`config.mk`:
```
export PLATFORM = sky130hd
export DESIGN_NAME = ca_engine
export DESIGN_NICKNAME = d
export VERILOG_FILES = /design/src/rtl/ca_pkg.sv /design/src/rtl/ca_rule_lut.sv /design/src/rtl/ca_engine.sv
export SDC_FILE = /design/constraint.sdc
export NUM_CORES = 1
export LEC_CHECK = 0
export CAP_MARGIN = 10
export CORE_ASPECT_RATIO = 0.75
export CORE_MARGIN = 10
export CORE_UTILIZATION = 35
export CTS_CLUSTER_DIAMETER = 100
export DETAILED_ROUTE_END_ITERATION = 8
export MAX_ROUTING_LAYER = met4
export PLACE_DENSITY = 0.61
export SLEW_MARGIN = 30
export SYNTH_ARGS = -nofsm -noshare
export SYNTH_HDL_FRONTEND = slang
export SYNTH_HIERARCHICAL = 1
export SYNTH_SLANG_ARGS = --single-unit
```
`constraint.sdc`:
```
create_clock -name clk -period 4.4 [get_ports clk]
set_clock_uncertainty 0.1 [all_clocks]
set_input_delay 1.32 -clock clk [delete_from_list [all_inputs] [get_ports clk]]
set_output_delay 1.32 -clock clk [all_outputs]
set_load 0.005 [all_outputs]
```
`src/rtl/ca_pkg.sv`:
```
// Shared types and constants for the elementary cellular-automaton engine.
// Holds the control FSM state encoding and the rule width.
package ca_pkg;

  localparam int RULE_W = 8;

  typedef enum logic {
    IDLE = 1'b0,
    RUN  = 1'b1
  } ca_state_t;

endpackage

```
`src/rtl/ca_rule_lut.sv`:
```
// One-cell rule lookup: next cell value = rule[{left, centre, right}].
// Purely combinational, zero latency, no flow control.
module ca_rule_lut
  import ca_pkg::*;
(
  input  logic [RULE_W-1:0] rule,
  input  logic [2:0]        nbhd,
  output logic              cell_nxt
);

  assign cell_nxt = rule[nbhd];

endmodule

```
`src/rtl/ca_engine.sv`:
```
// Elementary CA engine: load/step/free-run with generation counter, stop and stability detect.
// One generation per cycle; load_ready low while free-running, done pulses the cycle after RUN exits.
module ca_engine
  import ca_pkg::*;
#(
  parameter int WIDTH = 32,
  parameter int CNT_W = 16
) (
  input  logic              clk,
  input  logic              rst_n,
  input  logic [RULE_W-1:0] rule,
  input  logic              wrap,
  input  logic              left,
  input  logic              right,
  input  logic              load_valid,
  output logic              load_ready,
  input  logic [WIDTH-1:0]  load_state,
  input  logic              run,
  input  logic              step,
  input  logic              stop,
  input  logic [CNT_W-1:0]  gen_limit,
  output logic [WIDTH-1:0]  out,
  output logic [CNT_W-1:0]  gen_count,
  output logic              busy,
  output logic              done,
  output logic              stable
);

  localparam logic [CNT_W-1:0] CNT_MAX = '1;
  localparam logic [CNT_W-1:0] CNT_ONE = CNT_W'(1);

  ca_state_t         state, state_nxt;
  logic [RULE_W-1:0] rule_q;
  logic              wrap_q;
  logic [CNT_W-1:0]  remaining;
  logic              do_load, do_sample, do_gen, do_arm, done_nxt;
  logic [RULE_W-1:0] rule_use;
  logic              wrap_use;
  logic [WIDTH-1:0]  gen_nxt;
  logic              gen_stable;

  // A step computes with the rule arriving with it; a free run uses the latched copy.
  assign rule_use   = (state == IDLE) ? rule : rule_q;
  assign wrap_use   = (state == IDLE) ? wrap : wrap_q;
  assign gen_stable = (gen_nxt == out);
  assign load_ready = (state == IDLE);
  assign busy       = (state == RUN);

  for (genvar i = 0; i < WIDTH; i++) begin : g_cell
    logic nb_l, nb_r;
    if (i == 0) begin : g_left_edge
      assign nb_l = wrap_use ? out[WIDTH-1] : left;
    end else begin : g_left_inner
      assign nb_l = out[i-1];
    end
    if (i == WIDTH - 1) begin : g_right_edge
      assign nb_r = wrap_use ? out[0] : right;
    end else begin : g_right_inner
      assign nb_r = out[i+1];
    end
    ca_rule_lut u_lut (
      .rule     (rule_use),
      .nbhd     ({nb_l, out[i], nb_r}),
      .cell_nxt (gen_nxt[i])
    );
  end

  always_comb begin
    state_nxt = state;
    do_load   = 1'b0;
    do_sample = 1'b0;
    do_gen    = 1'b0;
    do_arm    = 1'b0;
    done_nxt  = 1'b0;
    case (state)
      IDLE: begin
        if (load_valid) begin
          do_load = 1'b1;
        end else if (run) begin
          do_sample = 1'b1;
          if (gen_limit == '0) begin
            done_nxt = 1'b1;
          end else begin
            do_arm    = 1'b1;
            state_nxt = RUN;
          end
        end else if (step) begin
          do_sample = 1'b1;
          do_gen    = 1'b1;
        end
      end
      RUN: begin
        if (stop) begin
          done_nxt  = 1'b1;
          state_nxt = IDLE;
        end else begin
          do_gen = 1'b1;
          if (remaining == CNT_ONE || gen_stable) begin
            done_nxt  = 1'b1;
            state_nxt = IDLE;
          end
        end
      end
      default: state_nxt = IDLE;
    endcase
  end

  always_ff @(posedge clk or negedge rst_n) begin
    if (!rst_n) state <= IDLE;
    else        state <= state_nxt;
  end

  always_ff @(posedge clk or negedge rst_n) begin
    if (!rst_n) begin
      out       <= '0;
      gen_count <= '0;
      stable    <= 1'b0;
      done      <= 1'b0;
      rule_q    <= '0;
      wrap_q    <= 1'b0;
      remaining <= '0;
    end else begin
      done <= done_nxt;
      if (do_sample) begin
        rule_q <= rule;
        wrap_q <= wrap;
      end
      if (do_arm) begin
        remaining <= gen_limit;
      end else if (do_gen && state == RUN) begin
        remaining <= remaining - CNT_ONE;
      end
      if (do_load) begin
        out       <= load_state;
        gen_count <= '0;
        stable    <= 1'b0;
      end else if (do_gen) begin
        out    <= gen_nxt;
        stable <= gen_stable;
        if (gen_count != CNT_MAX) gen_count <= gen_count + CNT_ONE;
      end
    end
  end

endmodule

```
==> impl_metrics.env, run 1 <==
export IMPL_muxShareOfSynthArea=0.362
export IMPL_crit_type="in2reg"
export IMPL_clock_power_share=0.169
export IMPL_yosysSeqAreaShare=0.301
export IMPL_final_cell_area_mm2=0.00803
export IMPL_dr_first_iter_drc_count=465
export IMPL_ioPinCount=117
export IMPL_place_area_mm2=0.00770
export IMPL_antenna_found_initial=0
export IMPL_crit_arrival_ps=4400
export IMPL_p_leak_nw=3.15
export IMPL_met1_length_mm=9.41
export IMPL_p_comb_frac=0.527
export IMPL_cts_root_buf="clkbuf_16"
export IMPL_r2r_cells=8
export IMPL_drive_above_1_share=0.120
export IMPL_fmax_mhz=237
export IMPL_vias_per_cell=5.87
export IMPL_whs_path_depth=1
export IMPL_cts_path_max_buffers=2
export IMPL_die_w_um=175
export IMPL_worstSetupEndpointType="flip-flop"
export IMPL_syn_inst=572
export IMPL_synth_flop_cell="dfrtp_1"
export IMPL_coreArea_mm2=0.0177
export IMPL_ant_nets=0
export IMPL_grt_first_pass_wirelength_mm=31.4
export IMPL_grt_pass1_vias=5365
export IMPL_relSlewSlack=0.496
export IMPL_crit_fanout=32
export IMPL_timing_rr_end="stable$_DFFE_PN0P_"
export IMPL_synth_nets=640
export IMPL_crit_required_ps=4580
export IMPL_startpoint_type="input pin"
export IMPL_numPortBuffers=116
export IMPL_gr_usage_all_layers=0.171
export IMPL_finalCritPeriodShare=0.959
export IMPL_synth_top_family_by_area="multiplexers"
export IMPL_synth_area_leaders="dfrtp_1 (30%), mux4_1 (27%), mux2_2 (9.3%), nand2_1 (5.5%), xor2_1 (4.6%)"
export IMPL_slew_viol_final=0
export IMPL_htree_levels=3
export IMPL_setup_tns_ps=0
export IMPL_cts_tree="yes"
export IMPL_status="completed"
export IMPL_detail_route_wl_per_cell_um=21.6
export IMPL_whs_endpoint="rule_q[4]$_DFFE_PN0P_"
export IMPL_synth_edf_count=0
export IMPL_top_layer="met4"
export IMPL_postCtsSetupBuffers=0
export IMPL_grt_ovfl_total=0
export IMPL_tightest_slew_ps=749
export IMPL_routed_via_count=5433
export IMPL_synth_xor_area_frac=0.0582
export IMPL_min_path_type="reg2reg"
export IMPL_seqCellArea_mm2=0.00190
export IMPL_powerDensity_mw_per_mm2=604
export IMPL_dieArea_mm2=0.0239
export IMPL_initial_utilization=0.357
export IMPL_routed_wirelength_mm=20.0
export IMPL_synthDistinctLibCells=47
export IMPL_rsz0062_at_grt="no"
export IMPL_internal_power_mw=2.92
export IMPL_avgSynthCellArea_um2=11.0
export IMPL_cts_sinks=76
export IMPL_antenna_cells=0
export IMPL_gp_congestion=0.854
export IMPL_fillers=1676
export IMPL_wl_met2_mm=9.01
export IMPL_cts_hold_fix_buffers=0
export IMPL_hold_start="rule_q[4]$_DFFE_PN0P_"
export IMPL_dr_pass1_iters=6
export IMPL_multi_input_area_mm2=0.00428
export IMPL_nNetsFinal=746
export IMPL_wl_met3_mm=1.26
export IMPL_synth_top_cell_by_area="dfrtp_1"
export IMPL_synth_simple_area_share=0.153
export IMPL_reg2reg_slack_ps=640
export IMPL_numCtsBuffers=9
export IMPL_yosysWarnings=6
export IMPL_synth_seq_cells=76
export IMPL_synthAdderAreaFrac=0.00594
export IMPL_syn_to_final_growth_pct=27.1
export IMPL_p_seq_frac=0.304
export IMPL_synth_async_reset_ratio=1.00
export IMPL_row_count=42
export IMPL_grt_max_degree=77
export IMPL_setup_viol=0
export IMPL_die_h_um=136
export IMPL_drc=0
export IMPL_synth_top_area_share=0.301
export IMPL_hpwl_mm=13.8
export IMPL_p_switching_mw=1.93
export IMPL_p_sw_frac=0.397
export IMPL_ir_drop_mv=0.236
export IMPL_synth_area_mm2=0.00632
export IMPL_yosysMostFrequentCell="nand2_1"
export IMPL_drv_cap=0
export IMPL_clock_latency_ps=350
export IMPL_worst_r2r_startpoint="busy$_DFF_PN0_"
export IMPL_synth_compound_area_frac=0.0952
export IMPL_clk_pin_slew_worst_paths_ps=60
export IMPL_layout_min_cycle_time_ps=4220
export IMPL_cts_resized=0
export IMPL_yosys_top_cells_count="nand2_1 (92), dfrtp_1 (76), mux4_1 (64), mux2_2 (52), nor2_1 (46)"
export IMPL_finalHoldViolCount=0
sequential cells by signal, summed over array words and instances (netlist names):
name       flops
remaining     16
busy           1
stable         1
gen_count     16
wrap_q         1
done           1
rule_q         8
out           32
per-layer routing:
layer,GRT usage,vias to the layer above
met5,-,-
met1,0.234,2712
li1,-,2486
met3,0.0358,24
met4,0.0503,0
met2,0.250,211
power by group through the flow:
stage / clock, mW / combinational (mW) / sequential, mW
3_5_place_dp: 0 / 2.51 / 1.47
5_1_grt: 0.873 / 2.76 / 1.52
6_report: 0.821 / 2.55 / 1.47
4_1_cts: 0.843 / 2.55 / 1.46
3_3_place_gp: 0 / 2.50 / 1.45
2_1_floorplan: 0 / 1.70 / 1.32
logic make-up after synthesis:
group | Yosys count
AND/OR/NAND/NOR | 206
flip-flops | 76
XOR/XNOR | 42
buffers and inverters | 32
AO/OA/AOI/OAI | 95
multiplexers | 118
adder cells (fa/ha/maj) | 3
area by class of cell:
class,instances,share of cell area
Timing Repair Buffer,121,0.149
Sequential cell,76,0.237
Clock buffer,10,0.0298
Tap cell,242,0.0377
Clock inverter,6,0.0109
Multi-Input combinational cell,464,0.532
Inverter,6,0.00281
worst max-delay path, cell delays in order:
cell,delay (ps)
clkdlybuf4s50_1,450
mux2_2,500
mux4_1,580
mux2_2,310
xor2_1,180
nor4_1,410
nand4_1,220
a211oi_1,250
a311o_1,150
how the worst max path moves through the flow:
stage,startpoint,to,depth (start not counted)
2_1_floorplan,rule[3],stable$_DFFE_PN0P_,8
5_1_grt,rule[1],stable$_DFFE_PN0P_,9
3_3_place_gp,rule[3],stable$_DFFE_PN0P_,9
3_5_place_dp,rule[3],stable$_DFFE_PN0P_,9
4_1_cts,rule[1],stable$_DFFE_PN0P_,9
6_report,rule[0],stable$_DFFE_PN0P_,9
through the flow:
stage	std cells	worst slack (ps)	utilization	total power, mW	hold slack [ps]
floorplan	572	848	-	3.02	375
global placement	909	-93.7	0.435	3.95	384
detailed placement	909	-144	0.435	3.99	393
CTS	925	213	0.453	4.86	408
global route	925	66.3	0.453	5.15	413
finish	925	179	0.453	4.85	406
layout by cell type, fill, tap and decap left out, types with 14 or more instances in the layout:
master	count
a21oi_1	17
a31oi_1	36
clkdlybuf4s50_1	115
dfrtp_1	76
mux2_2	52
mux4_1	64
nand2_1	91
nor2_1	45
nor4_1	14
o21ai_0	14
xor2_1	33
No activity file was read; power rests on OpenSTA's default activity.
==> run 2: changes to the inputs <==
CORE_UTILIZATION = 54   (was 35)
CTS_CLUSTER_DIAMETER = 80   (was 100)
PLACE_DENSITY = 0.86   (was 0.61)
==> run 2 against run 1 <==
Worst setup slack better by 55 ps; utilization up 23 points; power down 1.8%; sequential share of layout area up 0.33 points; largest power group unchanged; flip-flop and latch count unchanged; clock power down 6.6%; critical endpoint is now done$_DFF_PN0_; first-iteration DRC count up 28%; wire length down 8.0%; global-route usage up 5.5 points; worst hold slack about the same; register-to-register slack better by 30 ps.
==> impl_metrics.env, run 2 (same netlist as run 1, synthesis figures left out) <==
export IMPL_status="completed"
export IMPL_initial_utilization=0.548
export IMPL_crit_arrival_ps=4340
export IMPL_numCtsBuffers=9
export IMPL_ant_nets=0
export IMPL_fillers=846
export IMPL_grt_ovfl_total=0
export IMPL_worst_r2r_startpoint="busy$_DFF_PN0_"
export IMPL_finalHoldViolCount=0
export IMPL_ioPinCount=117
export IMPL_die_w_um=145
export IMPL_final_cell_mix="clkdlybuf4s50_1 (115), nand2_1 (91), dfrtp_1 (76), mux4_1 (64), mux2_2 (52)"
export IMPL_place_ws_ps=-83.3
export IMPL_r2r_cells=8
export IMPL_timing_rr_end="done$_DFF_PN0_"
export IMPL_numPortBuffers=116
export IMPL_die_h_um=114
export IMPL_grt_busiest_layer="met2"
export IMPL_cts_tree="yes"
export IMPL_grt_first_pass_wirelength_mm=30.0
export IMPL_cts_root_buf="clkbuf_16"
export IMPL_reg2reg_slack_ps=670
export IMPL_hold_start="rule_q[5]$_DFFE_PN0P_"
export IMPL_grt_met1_usage=0.294
export IMPL_rsz0062_at_grt="no"
export IMPL_largest_reg_flops=32
export IMPL_place_area_mm2=0.00761
export IMPL_clock_latency_ps=340
export IMPL_drc=0
export IMPL_place_inst=829
export IMPL_powerDensity_mw_per_mm2=601
export IMPL_p_leak_nw=3.16
export IMPL_crit_type="in2reg"
export IMPL_use_met3=0.0459
export IMPL_final_cell_area_mm2=0.00792
export IMPL_crit_fanout=32
export IMPL_gr_usage_all_layers=0.226
export IMPL_fin_util=0.687
export IMPL_regMostFlops="out"
export IMPL_routed_via_count=5566
export IMPL_slew_viol_final=0
export IMPL_tightest_slew_ps=912
export IMPL_cts_sinks=76
export IMPL_layout_commonest_cell="clkdlybuf4s50_1"
export IMPL_syn_to_final_growth_pct=25.3
export IMPL_antenna_cells=0
export IMPL_whs_path_depth=1
export IMPL_row_count=34
export IMPL_whs_endpoint="rule_q[5]$_DFFE_PN0P_"
export IMPL_nNetsFinal=746
export IMPL_relSlewSlack=0.390
export IMPL_cts_resized=0
export IMPL_fmax_mhz=240
export IMPL_clk_pin_slew_worst_paths_ps=60
export IMPL_crit_required_ps=4570
export IMPL_routed_wirelength_mm=18.4
export IMPL_min_path_type="reg2reg"
export IMPL_dieArea_mm2=0.0165
export IMPL_fin_cells=845
export IMPL_setup_viol=0
export IMPL_worstSetupEndpointType="flip-flop"
export IMPL_setup_slack_ps=234
export IMPL_postCtsSetupBuffers=0
export IMPL_gp_congestion=0.937
export IMPL_met2_usage=0.352
export IMPL_cts_hold_fix_buffers=0
export IMPL_coreArea_mm2=0.0115
export IMPL_vias_per_cell=6.59
export IMPL_grt_max_degree=77
export IMPL_drive_above_1_share=0.117
export IMPL_dr_pass1_iters=7
export IMPL_htree_levels=3
export IMPL_detail_route_wl_per_cell_um=21.8
export IMPL_ir_drop_mv=0.392
export IMPL_reg_largest_list="out: 32 flops, gen_count: 16 flops, remaining: 16 flops"
export IMPL_drv_cap=0
export IMPL_grt_pass1_vias=5625
export IMPL_hpwl_mm=12.8
export IMPL_layout_min_cycle_time_ps=4170
export IMPL_setup_tns_ps=0
export IMPL_startpoint_type="input pin"
export IMPL_cts_path_max_buffers=2
export IMPL_antenna_found_initial=0
export IMPL_finalCritPeriodShare=0.947
export IMPL_dr_first_iter_drc_count=595
## run 2: changes by cell type in the layout (fill, tap and decap cells not counted)
cell / before / now
and3_1: 7 / 8
and3_2: 1 / 0
buf_12: 0 / 1
buf_4: 5 / 4
bufinv_16: 2 / 1
clkbuf_1: 0 / 1
clkbuf_8: 1 / 2
clkinv_2: 1 / 2
clkinvlp_4: 3 / 1
## run 2: cell type report
| type | count | area [um2] | share of cell area |
|---|---|---|---|
| well taps | 162 | 203 | 0.0256 |
| clock inverters | 4 | 47.5 | 0.00601 |
| repair buffers | 121 | 1210 | 0.153 |
| multi-input cells | 464 | 4270 | 0.540 |
| flip-flops and latches | 76 | 1900 | 0.240 |
| clock buffers | 12 | 256 | 0.0324 |
| inverters | 6 | 22.5 | 0.00284 |
## run 2: worst max-delay path by stage
stage                     slack (ps)    start  cells past startpoint                  to
after floorplan                  850  rule[3]                      8  stable$_DFFE_PN0P_
after global placement           -70  rule[3]                      9      done$_DFF_PN0_
after detailed placement         -80  rule[2]                      9  stable$_DFFE_PN0P_
after CTS                        270  rule[2]                      9      done$_DFF_PN0_
after global routing              70  rule[2]                      9  stable$_DFFE_PN0P_
final                            230  rule[2]                      9      done$_DFF_PN0_
## run 2: worst max-delay path: stages
cell	delay, ps
clkdlybuf4s50_1	420
mux2_2	500
mux4_1	580
mux2_2	300
xor2_1	160
nor4_1	450
nand4_1	190
nor2_1	190
o32a_1	180
## run 2: per-layer routing
layer	up-vias	share of wire
li1	2496	-
met1	2728	0.42
met2	298	0.48
met3	44	0.079
met4	0	0.023
met5	-	0
## run 2: metrics by stage
step | power (mW) | hold slack (ps)
floorplan | 3.02 | 375
global placement | 3.84 | 383
detailed placement | 3.95 | 393
CTS | 4.73 | 406
global route | 5.04 | 414
finish | 4.76 | 406
## run 2: where the power goes
group          internal (mW)  total, mW  switching [mW]
Clock                  0.469      0.767           0.298
Combinational           1.50       2.53            1.04
Sequential             0.915       1.46           0.542
==> run 3: changes to the inputs <==
MAX_ROUTING_LAYER = not set   (was met4)
==> run 3 against run 2 <==
Non-clock buffer count unchanged; critical path depth unchanged; utilization grew 0.15 points; clock power grew 3.1%; power grew 1.9%; via count rose by 2.1%; critical endpoint unchanged.
==> impl_metrics.env, run 3 (same netlist as run 1, synthesis figures left out) <==
export IMPL_hold_ws_ps=407
export IMPL_slew_viol_final=0
export IMPL_layout_min_cycle_time_ps=4220
export IMPL_grt_ovfl_total=0
export IMPL_p_seq_frac=0.303
export IMPL_p_sw_frac=0.401
export IMPL_cts_path_max_buffers=2
export IMPL_critical_path_most_common_cell="mux2_2"
export IMPL_postCtsSetupBuffers=0
export IMPL_row_count=34
export IMPL_die_w_um=145
export IMPL_antenna_cells=0
export IMPL_routed_via_count=5685
export IMPL_cp_startpoint="rule[2]"
export IMPL_fmax_mhz=237
export IMPL_drc=0
export IMPL_largest_reg_flops=32
export IMPL_ir_drop_mv=0.318
export IMPL_fin_cells=845
export IMPL_crit_buf_inv=1
export IMPL_ant_nets=0
export IMPL_finalHoldViolCount=0
export IMPL_grt_first_pass_wirelength_mm=30.8
export IMPL_clock_latency_ps=340
export IMPL_worstSetupEndpointType="flip-flop"
export IMPL_rsz0062_at_grt="no"
export IMPL_p_leak_nw=3.16
export IMPL_ioPinCount=117
export IMPL_gp_congestion=0.924
export IMPL_timing_rr_end="done$_DFF_PN0_"
export IMPL_numCtsBuffers=9
export IMPL_crit_type="in2reg"
export IMPL_antenna_found_initial=0
export IMPL_reg_largest_list="out: 32 flops, gen_count: 16 flops, remaining: 16 flops"
export IMPL_drv_cap=0
export IMPL_status="completed"
export IMPL_startpoint_type="input pin"
export IMPL_fin_util=0.688
export IMPL_cts_resized=0
export IMPL_cts_sinks=76
export IMPL_hpwl_mm=13.1
export IMPL_regMostFlops="out"
export IMPL_seqCellArea_mm2=0.00190
export IMPL_nNetsFinal=746
export IMPL_grt_max_degree=77
export IMPL_cp_top_family="multiplexers"
export IMPL_multi_input_area_mm2=0.00427
export IMPL_final_cell_mix="clkdlybuf4s50_1 (115), nand2_1 (91), dfrtp_1 (76), mux4_1 (64), mux2_2 (52)"
export IMPL_internal_power_mw=2.90
export IMPL_dr_pass1_iters=6
export IMPL_reg2reg_slack_ps=610
export IMPL_endpoint="done$_DFF_PN0_"
export IMPL_cp_cell_sequence="clkdlybuf4s50_1, mux2_2, mux4_1, mux2_2, xor2_1, nor4_1, nand4_1, nor2_1, o32a_1"
export IMPL_die_h_um=114
export IMPL_cts_hold_fix_buffers=0
export IMPL_r2r_cells=8
export IMPL_detail_route_wl_per_cell_um=22.9
export IMPL_powerDensity_mw_per_mm2=611
export IMPL_numPortBuffers=116
export IMPL_relSlewSlack=0.397
export IMPL_clock_power_share=0.163
export IMPL_p_switching_mw=1.95
export IMPL_gr_usage_all_layers=0.228
export IMPL_crit_arrival_ps=4390
export IMPL_fillers=884
export IMPL_initial_utilization=0.548
export IMPL_dr_first_iter_drc_count=868
export IMPL_worst_r2r_startpoint="busy$_DFF_PN0_"
export IMPL_place_inst=829
export IMPL_layout_commonest_cell="clkdlybuf4s50_1"
export IMPL_p_comb_frac=0.534
export IMPL_cp_depth=9
export IMPL_min_path_type="reg2reg"
export IMPL_crit_fanout=32
export IMPL_vias_per_cell=6.73
export IMPL_crit_slowest_cell="mux4_1"
export IMPL_grt_pass1_vias=5688
export IMPL_dieArea_mm2=0.0165
export IMPL_crit_required_ps=4570
export IMPL_clk_pin_slew_worst_paths_ps=60
export IMPL_cts_tree="yes"
export IMPL_finalCritPeriodShare=0.959
export IMPL_tightest_slew_ps=902
export IMPL_cts_root_buf="clkbuf_16"
export IMPL_setup_viol=0
export IMPL_coreArea_mm2=0.0115
export IMPL_htree_levels=3
export IMPL_slowest_delay_ps=580
export IMPL_syn_to_final_growth_pct=25.6
export IMPL_routed_wirelength_mm=19.4
export IMPL_drive_above_1_share=0.119
run 3: area by class of cell:
type                            count  share of cell area
Timing Repair Buffer              121               0.153
Sequential cell                    76               0.240
Tap cell                          162              0.0255
Multi-Input combinational cell    464               0.539
Inverter                            6             0.00284
Clock inverter                      4             0.00694
Clock buffer                       12              0.0336
run 3: metal layers:
layer,GRT usage,vias to the layer above,part of all wire
met4,0.0692,0,0.017
met2,0.377,353,0.48
li1,-,2488,-
met5,0,-,0
met3,0.0617,39,0.094
met1,0.288,2805,0.41
run 3: worst min-delay path by stage:
stage	from	to	slack [ps]	cells after the start
finish	rule_q[5]$_DFFE_PN0P_	rule_q[5]$_DFFE_PN0P_	410	1
global route	rule_q[7]$_DFFE_PN0P_	rule_q[7]$_DFFE_PN0P_	430	1
CTS	rule_q[5]$_DFFE_PN0P_	rule_q[5]$_DFFE_PN0P_	410	1
detailed placement	rule_q[7]$_DFFE_PN0P_	rule_q[7]$_DFFE_PN0P_	400	1
global placement	rule_q[7]$_DFFE_PN0P_	rule_q[7]$_DFFE_PN0P_	380	1
floorplan	rule_q[0]$_DFFE_PN0P_	rule_q[0]$_DFFE_PN0P_	370	1
run 3: power groups by stage:
stage	logic, mW	registers (mW)	clock network [mW]
2_1_floorplan	1.70	1.32	0
3_3_place_gp	2.42	1.42	0
3_5_place_dp	2.53	1.46	0
4_1_cts	2.56	1.46	0.801
5_1_grt	2.77	1.51	0.827
6_report	2.59	1.47	0.791
run 3: through the flow:
stage / power (mW) / setup TNS [ps] / setup WS, ps / area, um2
2_1_floorplan: 3.02 / 0 / 848 / 6320
3_3_place_gp: 3.84 / -95.9 / -50.5 / 7610
3_5_place_dp: 3.99 / -200 / -77.0 / 7610
4_1_cts: 4.82 / 0 / 265 / 7930
5_1_grt: 5.11 / 0 / 68.0 / 7940
6_report: 4.85 / 0 / 179 / 7940
